<file path="config.mk">
export PLATFORM = sky130hd
export DESIGN_NAME = slow_to_fast_mux
export DESIGN_NICKNAME = d
export VERILOG_FILES = /design/src/rtl/slow_to_fast_mux.sv
export SDC_FILE = /design/constraint.sdc
export NUM_CORES = 1
export LEC_CHECK = 0
export ABC_AREA = 0
export CAP_MARGIN = 20
export CORE_AREA = 4 4 83 85
export DETAILED_ROUTE_END_ITERATION = 7
export DIE_AREA = 0 0 87 89
export GPL_TIMING_DRIVEN = 0
export HOLD_SLACK_MARGIN = 0.15
export PLACE_DENSITY_LB_ADDON = 0.05
export SYNTH_ARGS = -nofsm -noshare
export SYNTH_HDL_FRONTEND = slang
export SYNTH_SLANG_ARGS = --single-unit
</file>
<file path="constraint.sdc">
create_clock -name fast_clk -period 6.62 [get_ports fast_clk]
set_input_delay 1.986 -clock fast_clk [delete_from_list [all_inputs] [get_ports fast_clk]]
set_output_delay 1.986 -clock fast_clk [all_outputs]
set_load 0.005 [all_outputs]
</file>
<file path="src/rtl/slow_to_fast_mux.sv">
// Purpose: synchronises CHANNELS async strobe/data pairs into fast_clk and merges them round-robin into one FWFT FIFO.
// Latency: strobe rise set up before edge E0 -> pend_v at E0+SYNC_STAGES, FIFO write (out_valid) at E0+SYNC_STAGES+1.
// Backpressure: out_ready low holds the head; a full FIFO stalls grants; a new word on a still-pending channel is dropped and flagged.
module slow_to_fast_mux #(
    parameter int WIDTH       = 8,
    parameter int CHANNELS    = 2,
    parameter int SYNC_STAGES = 2,
    parameter int DEPTH       = 4,
    parameter int CW          = (CHANNELS > 1) ? $clog2(CHANNELS) : 1
) (
    input  logic                      fast_clk,
    input  logic                      reset_n,
    input  logic [CHANNELS-1:0]       async_strobe,
    input  logic [CHANNELS*WIDTH-1:0] async_data,
    output logic [WIDTH-1:0]          out_data,
    output logic [CW-1:0]             out_chan,
    output logic                      out_valid,
    input  logic                      out_ready,
    output logic [$clog2(DEPTH):0]    fifo_count,
    output logic [CHANNELS-1:0]       overflow,
    input  logic                      clear_ovf
);

    localparam int AW = $clog2(DEPTH);
    localparam int NW = AW + 1;
    localparam int EW = CW + WIDTH;

    // Strobe synchroniser and edge detection
    logic [CHANNELS-1:0] sync_q [SYNC_STAGES];
    logic [CHANNELS-1:0] hist_q;
    logic [CHANNELS-1:0] sync_last;
    logic [CHANNELS-1:0] ev;

    // Per-channel pending word
    logic [CHANNELS-1:0] pend_v_q, pend_v_d;
    logic [WIDTH-1:0]    pend_data_q [CHANNELS];
    logic [WIDTH-1:0]    pend_data_d [CHANNELS];

    // Arbiter
    logic [CW-1:0]       rr_q, rr_d;
    logic                gnt_vld;
    logic [CW-1:0]       gnt_idx;
    logic [CHANNELS-1:0] gnt_oh;

    // Overflow flags
    logic [CHANNELS-1:0] ovf_q, ovf_d;
    logic [CHANNELS-1:0] drop;

    // FIFO
    logic [EW-1:0]       mem_q [DEPTH];
    logic [AW-1:0]       wr_ptr_q, wr_ptr_d;
    logic [AW-1:0]       rd_ptr_q, rd_ptr_d;
    logic [NW-1:0]       count_q, count_d;
    logic [EW-1:0]       head_q, head_d;
    logic [EW-1:0]       wr_ent;
    logic                push;
    logic                pop;
    logic                can_push;

    // Channel index 'off' places after 'base', wrapping at CHANNELS
    function automatic logic [CW-1:0] rr_pick(input logic [CW-1:0] base, input int off);
        int sum;
        sum = (int'(base) + off) % CHANNELS;
        return CW'(sum);
    endfunction

    assign sync_last = sync_q[SYNC_STAGES-1];
    assign ev        = sync_last & ~hist_q;

    // Synchroniser chain plus one-cycle history of its output; a strobe high at reset release reads as a rise
    always_ff @(posedge fast_clk or negedge reset_n) begin
        if (!reset_n) begin
            for (int s = 0; s < SYNC_STAGES; s++) begin
                sync_q[s] <= '0;
            end
            hist_q <= '0;
        end else begin
            sync_q[0] <= async_strobe;
            for (int s = 1; s < SYNC_STAGES; s++) begin
                sync_q[s] <= sync_q[s-1];
            end
            hist_q <= sync_last;
        end
    end

    // FIFO handshake terms; a full FIFO still accepts when the head leaves this cycle
    assign out_valid = (count_q != '0);
    assign pop       = out_valid & out_ready;
    assign can_push  = (count_q != NW'(DEPTH)) || pop;
    assign push      = gnt_vld;

    // Round-robin pick: search starts one past the last granted channel
    always_comb begin
        gnt_vld = 1'b0;
        gnt_idx = '0;
        for (int i = 1; i <= CHANNELS; i++) begin
            if (!gnt_vld && can_push && pend_v_q[rr_pick(rr_q, i)]) begin
                gnt_vld = 1'b1;
                gnt_idx = rr_pick(rr_q, i);
            end
        end
    end

    // One-hot view of the grant for per-channel bookkeeping
    always_comb begin
        gnt_oh = '0;
        for (int c = 0; c < CHANNELS; c++) begin
            gnt_oh[c] = gnt_vld && (gnt_idx == CW'(c));
        end
    end

    assign rr_d   = gnt_vld ? gnt_idx : rr_q;
    assign wr_ent = {gnt_idx, pend_data_q[gnt_idx]};

    // Pending slot: a new edge loads when the slot is free or being granted now, otherwise it is dropped
    always_comb begin
        pend_v_d    = pend_v_q;
        pend_data_d = pend_data_q;
        drop        = '0;
        for (int c = 0; c < CHANNELS; c++) begin
            if (ev[c] && (!pend_v_q[c] || gnt_oh[c])) begin
                pend_v_d[c]    = 1'b1;
                pend_data_d[c] = async_data[c*WIDTH +: WIDTH];
            end else if (gnt_oh[c]) begin
                pend_v_d[c] = 1'b0;
            end
            drop[c] = ev[c] & pend_v_q[c] & ~gnt_oh[c];
        end
    end

    // Sticky drop flags; a drop in the same cycle as a clear survives
    always_comb begin
        ovf_d = (clear_ovf ? '0 : ovf_q) | drop;
    end

    // Pending slots, arbiter pointer and overflow registers
    always_ff @(posedge fast_clk or negedge reset_n) begin
        if (!reset_n) begin
            pend_v_q <= '0;
            for (int c = 0; c < CHANNELS; c++) begin
                pend_data_q[c] <= '0;
            end
            rr_q  <= '0;
            ovf_q <= '0;
        end else begin
            pend_v_q    <= pend_v_d;
            pend_data_q <= pend_data_d;
            rr_q        <= rr_d;
            ovf_q       <= ovf_d;
        end
    end

    // FIFO next state; the head register reloads from the slot that becomes oldest after this cycle
    always_comb begin
        wr_ptr_d = wr_ptr_q;
        rd_ptr_d = rd_ptr_q;
        count_d  = count_q;
        head_d   = head_q;
        if (push) begin
            wr_ptr_d = wr_ptr_q + AW'(1);
        end
        if (pop) begin
            rd_ptr_d = rd_ptr_q + AW'(1);
        end
        case ({push, pop})
            2'b10:   count_d = count_q + NW'(1);
            2'b01:   count_d = count_q - NW'(1);
            default: count_d = count_q;
        endcase
        // Entry being written becomes the head when nothing older remains
        if (push && (count_q == NW'(pop))) begin
            head_d = wr_ent;
        end else if (pop) begin
            head_d = mem_q[rd_ptr_q + AW'(1)];
        end
    end

    // FIFO pointers, occupancy and registered head
    always_ff @(posedge fast_clk or negedge reset_n) begin
        if (!reset_n) begin
            wr_ptr_q <= '0;
            rd_ptr_q <= '0;
            count_q  <= '0;
            head_q   <= '0;
        end else begin
            wr_ptr_q <= wr_ptr_d;
            rd_ptr_q <= rd_ptr_d;
            count_q  <= count_d;
            head_q   <= head_d;
        end
    end

    // FIFO storage; contents are only meaningful between the pointers, so no reset
    always_ff @(posedge fast_clk) begin
        if (push) begin
            mem_q[wr_ptr_q] <= wr_ent;
        end
    end

    assign out_data   = head_q[WIDTH-1:0];
    assign out_chan   = head_q[EW-1:WIDTH];
    assign fifo_count = count_q;
    assign overflow   = ovf_q;

endmodule
</file>
==> summary.txt, run 1 <==
Slew @ Worst Pin: 0.860 ns
post-synthesis sequential area ratio: 66.7%
initial antenna violation count: 0
post-synth net total: 235
total gr overflow: 0
status: finished, final reports clean
postcts setup bufs: 0
Synth Area in XOR/XNOR: 1.63%
GR Layer Usage met3: 3.59%
leak pwr: 1.65 nW
CTS Buf Count: 9
sw power: 0.475 mW
core area: 6200 um2
maximum VDD drop: 0.000193 V
Max Slew Vio Count: 0
Initial Utilization: 52.1%
CTS Hold Bufs: 0
met2 GRT Util: 24.4%
pin count of the biggest net entering global routing: 24
die footprint: 7740 um2
Final Skew: 0.00861 ns
clock slew at reported path FFs: 0.08 ns
DIE HEIGHT: 89 um
layout cell share with drive strength beyond 1: 22.7%
DP Wirelength: 3860 um
Syn Area/Cell: 15.6 um2
minimum clock period: 4.20 ns
max-cap violation count: 0
GRT Resource Usage Total: 15.7%
# nets final: 283
Sequential Power Share: 45.2%
CTS sink cnt: 79
cts repair resizes: 0
Crit Path Max Fanout: 8
H-tree depth: 3
placed cells: 321
sw frac: 29.4%
DRT iter0 DRCs: 68
crit share post-route: 63.4%
Post-Syn Area: 3230 um2
first drt pass iteration count: 4
Hold Path Class: flip-flop to flip-flop
adder-cell share of the synthesized area: 2.55%
RSZ-0062 raised after global routing: no
Peak Freq: 0.238 GHz
CP required: 6.88 ns
pwr/cell area: 412 nW/um2
Syn-to-layout area delta: 21.6%
first-pass GRT wire length: 8880 um
Vias/cell: 5.09
row count: 29
Critical Path Start Type: input port
non-filler instance count after layout: 337
drt wl/cell: 16.5 um
Design Power: 1.62 mW
GP Congestion: 0.696
worst-skew pair later-pin latency: 0.34 ns
Compound-Gate Fraction of Synth Area: 4.45%
Setup crit end kind: flip-flop
#FFs+latches synth: 79
CTS tree: done
largest family of logic cells by synthesized area: multiplexers
fill count: 487
Crit path arrival time: 4.46 ns
ys async rst share: 54.4%
clock root buffer: clkbuf_8
n_diodes: 0
Slew headroom: 42.4%
WS Path Type: input port to flip-flop
post-synthesis mux area share: 15.2%
I/O Buffers: 36
Gate Count Post-Synth: 207
Most Crowded Layer GR: met2
Setup-failing EPs final: 0
Distinct cells, synth: 31
Die Wd: 87 um
I/O Pins: 37
Clock Tree Buf Depth: 2
setup TNS: 0 ns
Clock power frac: 24.0%
Synth Area in Simple Gates: 4.91%
Post-synth EDFFs: 36
combinational fraction of design power: 30.8%
Fin. Hold Viols: 0
M1 GR Usage: 21.8%
internal power: 1.14 mW
Routed Wire Length: 5560 um
number of global-route vias before repair: 1727
Post-synth top flop: dfrtp_1
total vias in the final route: 1717
residual DRC count: 0
remaining antenna violation count: 0
Hold Slack: 0.353 ns
Synth Warn #: 0
## layout make-up
class                   count  area [um2]  share of cell area [%]
well taps                  77        96.3                    2.45
inverters                  25        93.8                    2.39
flip-flops and latches     79        2160                    54.9
repair buffers             37         383                    9.74
clock buffers               9         124                    3.15
multi-input cells          96         931                    23.7
plain buffers               7        51.3                    1.30
clock inverters             7        95.1                    2.42
## cell usage after synthesis, types with 2 or more instances
cell | instances | area (um2)
buf_6 | 3 | 33.8
edfxtp_1 | 36 | 1080
mux2i_1 | 11 | 110
o221ai_1 | 8 | 70.1
and3_2 | 4 | 30.0
nand2_1 | 15 | 56.3
dfrtp_1 | 43 | 1080
nand2b_1 | 3 | 18.8
clkbuf_1 | 2 | 7.51
nor2_1 | 2 | 7.51
o21ai_0 | 2 | 10.0
xnor2_1 | 3 | 26.3
mux4_2 | 9 | 203
inv_1 | 25 | 93.8
o22ai_1 | 2 | 12.5
ha_1 | 5 | 62.6
a21bo_2 | 2 | 20.0
nand2b_2 | 2 | 17.5
xor2_1 | 3 | 26.3
mux2_2 | 16 | 180
## cell usage in the layout (no fill, tap or decap), types with 2 or more instances in the layout
| cell | count |
|---|---|
| clkbuf_1 | 2 |
| mux2_2 | 16 |
| a21bo_2 | 2 |
| clkinv_2 | 2 |
| nor2_1 | 2 |
| dfrtp_1 | 43 |
| buf_6 | 3 |
| o21ai_0 | 2 |
| buf_2 | 2 |
| inv_1 | 25 |
| xnor2_1 | 3 |
| and3_2 | 4 |
| o221ai_1 | 8 |
| nand2b_1 | 3 |
| xor2_1 | 3 |
| mux2i_1 | 11 |
| ha_1 | 5 |
| clkdlybuf4s50_1 | 35 |
| edfxtp_1 | 36 |
| nand2_1 | 15 |
| nand2b_2 | 2 |
| mux4_2 | 9 |
| bufinv_16 | 2 |
| clkbuf_8 | 9 |
| o22ai_1 | 2 |
## flip-flops by register name, summed over array words and instances (netlist names)
register and cells:
overflow 2, sync_last 2, pend_v_q 2, head_q 9, pend_data_q 16, mem_q 36, fifo_count 3, wr_ptr_q 2
rr_q 1, rd_ptr_q 2, sync_q 2, hist_q 2
## final timing paths
| check | from | to | slack [ns] | cells past startpoint |
|---|---|---|---|---|
| setup / recovery | out_ready | fifo_count[2] | 2.42 | 11 |
| hold / removal | sync_q[2] | sync_last[0] | 0.35 | 0 |
| hold reg to reg | sync_q[2] | sync_last[0] | 0.35 | 0 |
| max in group asynchronous | reset_n | pend_data_q[11] | 4.49 | 2 |
| min in group asynchronous | reset_n | hist_q[0] | 1.62 | 1 |
| setup reg to reg | fifo_count[0] | fifo_count[2] | 4.05 | 10 |
## layer usage
layer / routed length (um) / part of all wire [%]
met2: 2700 / 49
met1: 2590 / 47
met4: 56 / 1.0
met3: 212 / 3.8
met5: 0 / 0
## power by group through the flow
| stage | Sequential, mW | Clock, mW | Combinational (mW) |
|---|---|---|---|
| finish | 0.732 | 0.389 | 0.498 |
| global route | 0.747 | 0.427 | 0.552 |
| CTS | 0.734 | 0.398 | 0.509 |
| detailed placement | 0.743 | 0 | 0.508 |
| global placement | 0.740 | 0 | 0.495 |
| floorplan | 0.731 | 0 | 0.325 |
## cells by family (layout without fill, tap and decap cells)
group / Yosys count / count (layout)
DFF: 79 / 79
muxes: 36 / 36
buffers and inverters: 32 / 85
and+or+nand+nor: 30 / 30
AOI/OAI and AO/OA: 18 / 18
adders and majority gates: 6 / 6
xor gates and xnor gates: 6 / 6
## metrics by stage
stage	area (um2)	setup slack (ns)	utilization (%)
CTS	3930	2.43	63.4
finish	3930	2.42	63.4
floorplan	3230	2.73	-
global placement	3690	2.12	59.5
detailed placement	3710	2.07	59.8
global route	3930	2.28	63.4
## critical path, cell delays in order
cell             delay (ns)
clkdlybuf4s50_1        0.46
or4b_1                 0.49
clkbuf_2               0.17
and2_2                 0.22
inv_1                  0.10
ha_1                   0.19
inv_1                  0.06
fa_1                   0.38
xor2_1                 0.15
nor2_1                 0.11
xor2_1                 0.15
Note: power is estimated with default switching activity, not from simulation.
==> inputs of run 2 (changes only) <==
- clock period: 6.62 -> 4.03 ns (I/O delays scaled with it)
==> results of run 2 <==
Same layout as run 1 (identical final DEF). Status: finished, final reports clean.
Among the figures that moved: setup slack after placement 2.07 ns -> 0.257 ns; setup slack after layout 2.42 ns -> 0.610 ns; register-to-register setup slack 4.05 ns -> 1.46 ns; total power 1.62 mW -> 2.66 mW; worst IR drop on VDD 0.000193 V -> 0.000316 V
